--- config.mk ---
export PLATFORM = sky130hd
export DESIGN_NAME = hazard_unit
export DESIGN_NICKNAME = d
export VERILOG_FILES = /design/src/rtl/hazard_unit.sv
export SDC_FILE = /design/constraint.sdc
export NUM_CORES = 1
export LEC_CHECK = 0
export BUFFER_PORTS_ARGS = -buffer_cell sky130_fd_sc_hd__buf_4
export CAP_MARGIN = 20
export CORE_UTILIZATION = 45
export CTS_CLUSTER_SIZE = 16
export DETAILED_ROUTE_END_ITERATION = 16
export PLACE_DENSITY_LB_ADDON = 0.08
export SETUP_SLACK_MARGIN = 0.15
export SYNTH_ARGS = -nofsm -noshare
export SYNTH_HDL_FRONTEND = slang
export SYNTH_SLANG_ARGS = --single-unit
--- constraint.sdc ---
create_clock -name clk -period 4.55 [get_ports clk]
set_input_delay 0.91 -clock clk [delete_from_list [all_inputs] [get_ports clk]]
set_output_delay 0.91 -clock clk [all_outputs]
set_load 0.1 [all_outputs]
--- src/rtl/hazard_unit.sv ---
// hazard_unit: scoreboard-based RAW hazard detection, operand forwarding select, stall/flush control.
// Define HAZARD_FWD_EN for forwarding; without it every in-flight match stalls until the writer retires.
module hazard_unit #(
  parameter int AW = 5,
  parameter int DEPTH = 3,
  parameter int CNT_W = 32,
  localparam int FW = $clog2(DEPTH + 1)
) (
  input  logic             clk,
  input  logic             reset,
  input  logic             id_valid,
  input  logic [AW-1:0]    id_rs1_addr,
  input  logic             id_rs1_use,
  input  logic [AW-1:0]    id_rs2_addr,
  input  logic             id_rs2_use,
  input  logic [AW-1:0]    id_rd_addr,
  input  logic             id_rf_wen,
  input  logic             id_is_load,
  input  logic             ex_jump_flag,
  output logic             stall,
  output logic             flush,
  output logic [FW-1:0]    fwd_rs1,
  output logic [FW-1:0]    fwd_rs2,
  output logic [CNT_W-1:0] stall_cnt,
  output logic [CNT_W-1:0] flush_cnt
);
  logic [DEPTH:1] v_q, v_d, ld_q, ld_d;
  logic [AW-1:0] rd_q [DEPTH:1];
  logic [AW-1:0] rd_d [DEPTH:1];
  logic [CNT_W-1:0] stall_cnt_q, stall_cnt_d, flush_cnt_q, flush_cnt_d;
  logic [FW-1:0] m1, m2;
  logic l1, l2, haz, active, issue;
  // Scan oldest to youngest so the youngest match wins.
  always_comb begin
    m1 = '0;
    m2 = '0;
    l1 = 1'b0;
    l2 = 1'b0;
    for (int k = DEPTH; k >= 1; k--) begin
      if (id_rs1_use && id_rs1_addr != '0 && v_q[k] && rd_q[k] == id_rs1_addr) begin
        m1 = FW'(k);
        l1 = ld_q[k];
      end
      if (id_rs2_use && id_rs2_addr != '0 && v_q[k] && rd_q[k] == id_rs2_addr) begin
        m2 = FW'(k);
        l2 = ld_q[k];
      end
    end
  end
  assign active = reset && id_valid && !ex_jump_flag;
`ifdef HAZARD_FWD_EN
  assign haz = (m1 == FW'(1) && l1) || (m2 == FW'(1) && l2);
  assign fwd_rs1 = (active && !haz) ? m1 : '0;
  assign fwd_rs2 = (active && !haz) ? m2 : '0;
`else
  assign haz = (m1 != '0) || (m2 != '0);
  assign fwd_rs1 = '0;
  assign fwd_rs2 = '0;
`endif
  assign stall = active && haz;
  assign flush = reset && ex_jump_flag;
  assign issue = id_valid && !stall && !flush;
  always_comb begin
    v_d = {v_q[DEPTH-1:1], issue && id_rf_wen};
    ld_d = {ld_q[DEPTH-1:1], issue && id_is_load};
    rd_d[1] = id_rd_addr;
    for (int k = 2; k <= DEPTH; k++) rd_d[k] = rd_q[k-1];
    stall_cnt_d = stall_cnt_q + CNT_W'(stall && !(&stall_cnt_q));
    flush_cnt_d = flush_cnt_q + CNT_W'(flush && !(&flush_cnt_q));
  end
  always_ff @(posedge clk) begin
    if (!reset) begin
      v_q <= '0;
      ld_q <= '0;
      for (int k = 1; k <= DEPTH; k++) rd_q[k] <= '0;
      stall_cnt_q <= '0;
      flush_cnt_q <= '0;
    end else begin
      v_q <= v_d;
      ld_q <= ld_d;
      for (int k = 1; k <= DEPTH; k++) rd_q[k] <= rd_d[k];
      stall_cnt_q <= stall_cnt_d;
      flush_cnt_q <= flush_cnt_d;
    end
  end
  assign stall_cnt = stall_cnt_q;
  assign flush_cnt = flush_cnt_q;
endmodule

==> qor.txt <==
Grt total ovfl = 0
Worst R2R Setup Slack = 1.46 ns
Site Rows = 33
Post-synth EDFFs = 0
Final setup margin = 1.090 ns
Yosys cell types = 37
Post-synth top area share = 41.93%
Final min period = 3.460 ns
Worst EP arrival = 3.69 ns
Leak pwr = 0.002092 µW
Post-Syn Area per Cell = 9.596 µm²
Buf/Inv on CP = 1
Comb pwr share = 6.3%
Worst-Margin Slew = 0.6750 ns
Final setup TNS = 0 ns
R2R depth = 12
Post-CTS Hold Buffers = 0
Largest net degree at the start of global routing = 82
Startpoint Class = primary input
Routability cong. = 0.8019
Clock Skew = 0.01470 ns
Maximum VDD drop = 0.1378 mV
Initial Util = 47.17%
Hold path depth = 2
Final setup vio count = 0
Most frequent cells after synthesis = dfxtp_1 (82), and2_1 (78), xnor2_1 (50), xor2_1 (36), nand3_1 (35)
Worst-Skew Late Latency = 0.34 ns
Yosys reg bits = 82
Slowest stage cell, crit path = nor2_1
Final HPWL DP = 5.764 mm
Top delay family on crit path = simple AND/OR/NAND/NOR gates
Total core area = 8299 µm²
Htree depth = 3
Top cells by area, synth = dfxtp_1 (42%), and2_1 (12%), xnor2_1 (11%)
Cells after Synth = 408
Die Span Y = 95.28 µm
Mapped Area = 3915 µm²
Worst slew margin = 54.67%
Critical R2R Capture = stall_cnt[26]
Post-CTS setup buffers = 0
Top-Level Pins = 93
DR DRC count = 0
Via count = 3035
MaxCap Viol Count = 0
CP endpoint kind = flop
Seq pwr share = 52.9%
WHS Endpoint = stall_cnt[29]
# diodes = 0
Routed len/inst = 13.23 µm
Post-synth ARST share = 0%
RSZ-0062 raised after global routing = false
Cell accounting for the most synthesized area = dfxtp_1
P per Cell Area = 285.1 nW/µm²
CP max FO = 6
CTS Buffer Depth = 2
Cts repair resizes = 0
Vias in the first global route = 2830
Count leader, synth = dfxtp_1
Slew Limit Fails = 0
CP startpoint = id_rs1_addr[3]
Sink Count = 82
Detail Route Antenna Nets = 0
Largest stage delay on the critical path = 0.42 ns
Hold Path Class = flop to flop
Initial drt markers = 62
Primary FF master, synth = dfxtp_1
Status = complete, no violations
Final nets = 520
Layout cells sized above 1 = 22.49%
TritonCTS buffer count = 9
Area Growth Syn to Fin = 23.78%
Die Width = 95.28 µm
Antenna violations before repair = 0
Max frequency = 289.0 MHz
Critical path class = primary input to flop
Port bufs = 87
Final hold violations = 0
WL final = 7.978 mm
DRT Pass-1 Iters = 4
Hold Startpoint = stall_cnt[29]
Utilization after layout = 58.39%
Switching Fraction = 22.78%
Root Driver = clkbuf_8
Die Area = 9077 µm²
Internal = 1067 µW
GRT Total Usage = 19.12%
Yosys warns = 0
Reg2reg start = rd_q[0][8]
Clock power frac = 40.8%
First-pass GRT wire length = 13.37 mm
Via density per instance = 5.033
Fin crit share = 76.04%
Switching power total = 314.7 µW
Cell Chain, Critical Path = buf_4 > xor2_1 > nor4_1 > nand3_1 > a31o_2 > a21oi_1 > ha_1 > ha_1 > nand3_1 > nor2_1 > nand4b_1 > xnor2_1 > and2_1
Worst EP required = 4.78 ns
CTS tree = built
Dpl ws = 0.7338 ns
Register area share after synthesis = 41.93%
CTS clk-pin slew, worst paths = 0.08 ns
[registers in the layout, indices dropped and copies added, names as in the netlist]
signal	flops
flush_cnt	32
stall_cnt	32
rd_q	15
v_q	3
[cell type report]
class                           instances  area (µm²)
Clock buffer                           12       135.1
Clock inverter                          4       76.32
Fill cell                             789        3453
Inverter                                2       7.507
Multi-Input combinational cell        310        2193
Sequential cell                        82        1642
Tap cell                              105       131.4
Timing Repair Buffer                   88       660.6
[routing by layer]
layer	vias to the layer above	GRT usage, %	routed length, µm
met5	-	0	0
met2	62	29.94	3578
li1	1555	-	-
met1	1409	25.23	3933
met4	0	7.449	110
met3	9	4.705	356
[through the flow]
stage               hold slack [ns]  cell area (µm²)  cells  power, µW
finish                       0.5075             4846    603       1382
global route                 0.5441             4846    603       1440
CTS                          0.5021             4846    603       1403
detailed placement           0.4837             4634    587      835.3
global placement             0.4825             4634    587      834.8
floorplan                    0.4559             3926    411      806.9
[logic make-up after synthesis]
| logic type | share of synthesized area (%) |
|---|---|
| adder cells (fa/ha/maj) | 1.278 |
| other | 0.09579 |
| flip-flops | 41.93 |
| XOR/XNOR | 19.24 |
| AO/OA/AOI/OAI | 2.748 |
| AND/OR/NAND/NOR | 32.37 |
| buffers and inverters | 2.333 |
[worst reg2reg max path: cells and delay by family, from the launching register on]
kind,cells,cell delay [ns]
and+or+nand+nor,6,1.43
adders and majority gates,2,0.47
AOI/OAI and AO/OA,2,0.46
DFF,1,0.34
xor gates and xnor gates,2,0.29
[placed cells by master (no fill, tap or decap), drive strengths merged]
master / instances
and4: 10
nor3: 1
nand3: 37
a21oi: 1
nand4b: 1
nand4: 19
dfxtp: 82
nor2b: 3
o21ai: 6
or4: 2
clkinv: 1
a21boi: 5
or3: 4
and3: 10
nand3b: 1
nor4: 10
nor2: 10
o31a: 1
nand2: 13
a31o: 2
buf: 88
clkbuf: 12
conb: 4
and4bb: 1
o41ai: 1
clkinvlp: 1
xor2: 36
xnor2: 50
and2: 78
inv: 2
bufinv: 2
ha: 4
[power groups by stage]
stage               Combinational (µW)  Clock, µW  Sequential (µW)
floorplan                         52.4          0              755
global placement                  87.2          0              748
detailed placement                87.5          0              748
CTS                               87.7        584              731
global route                      94.7        613              732
finish                            86.8        564              731
[worst max path at each step]
| stage | to | slack [ns] | depth (start not counted) |
|---|---|---|---|
| CTS | stall_cnt[26] | 1.09 | 13 |
| global placement | stall_cnt[28] | 0.72 | 13 |
| floorplan | stall | 0.53 | 5 |
| finish | stall_cnt[26] | 1.09 | 13 |
| global route | stall_cnt[30] | 0.74 | 13 |
| detailed placement | stall_cnt[26] | 0.73 | 13 |
Power figures use the tool's default switching activity.
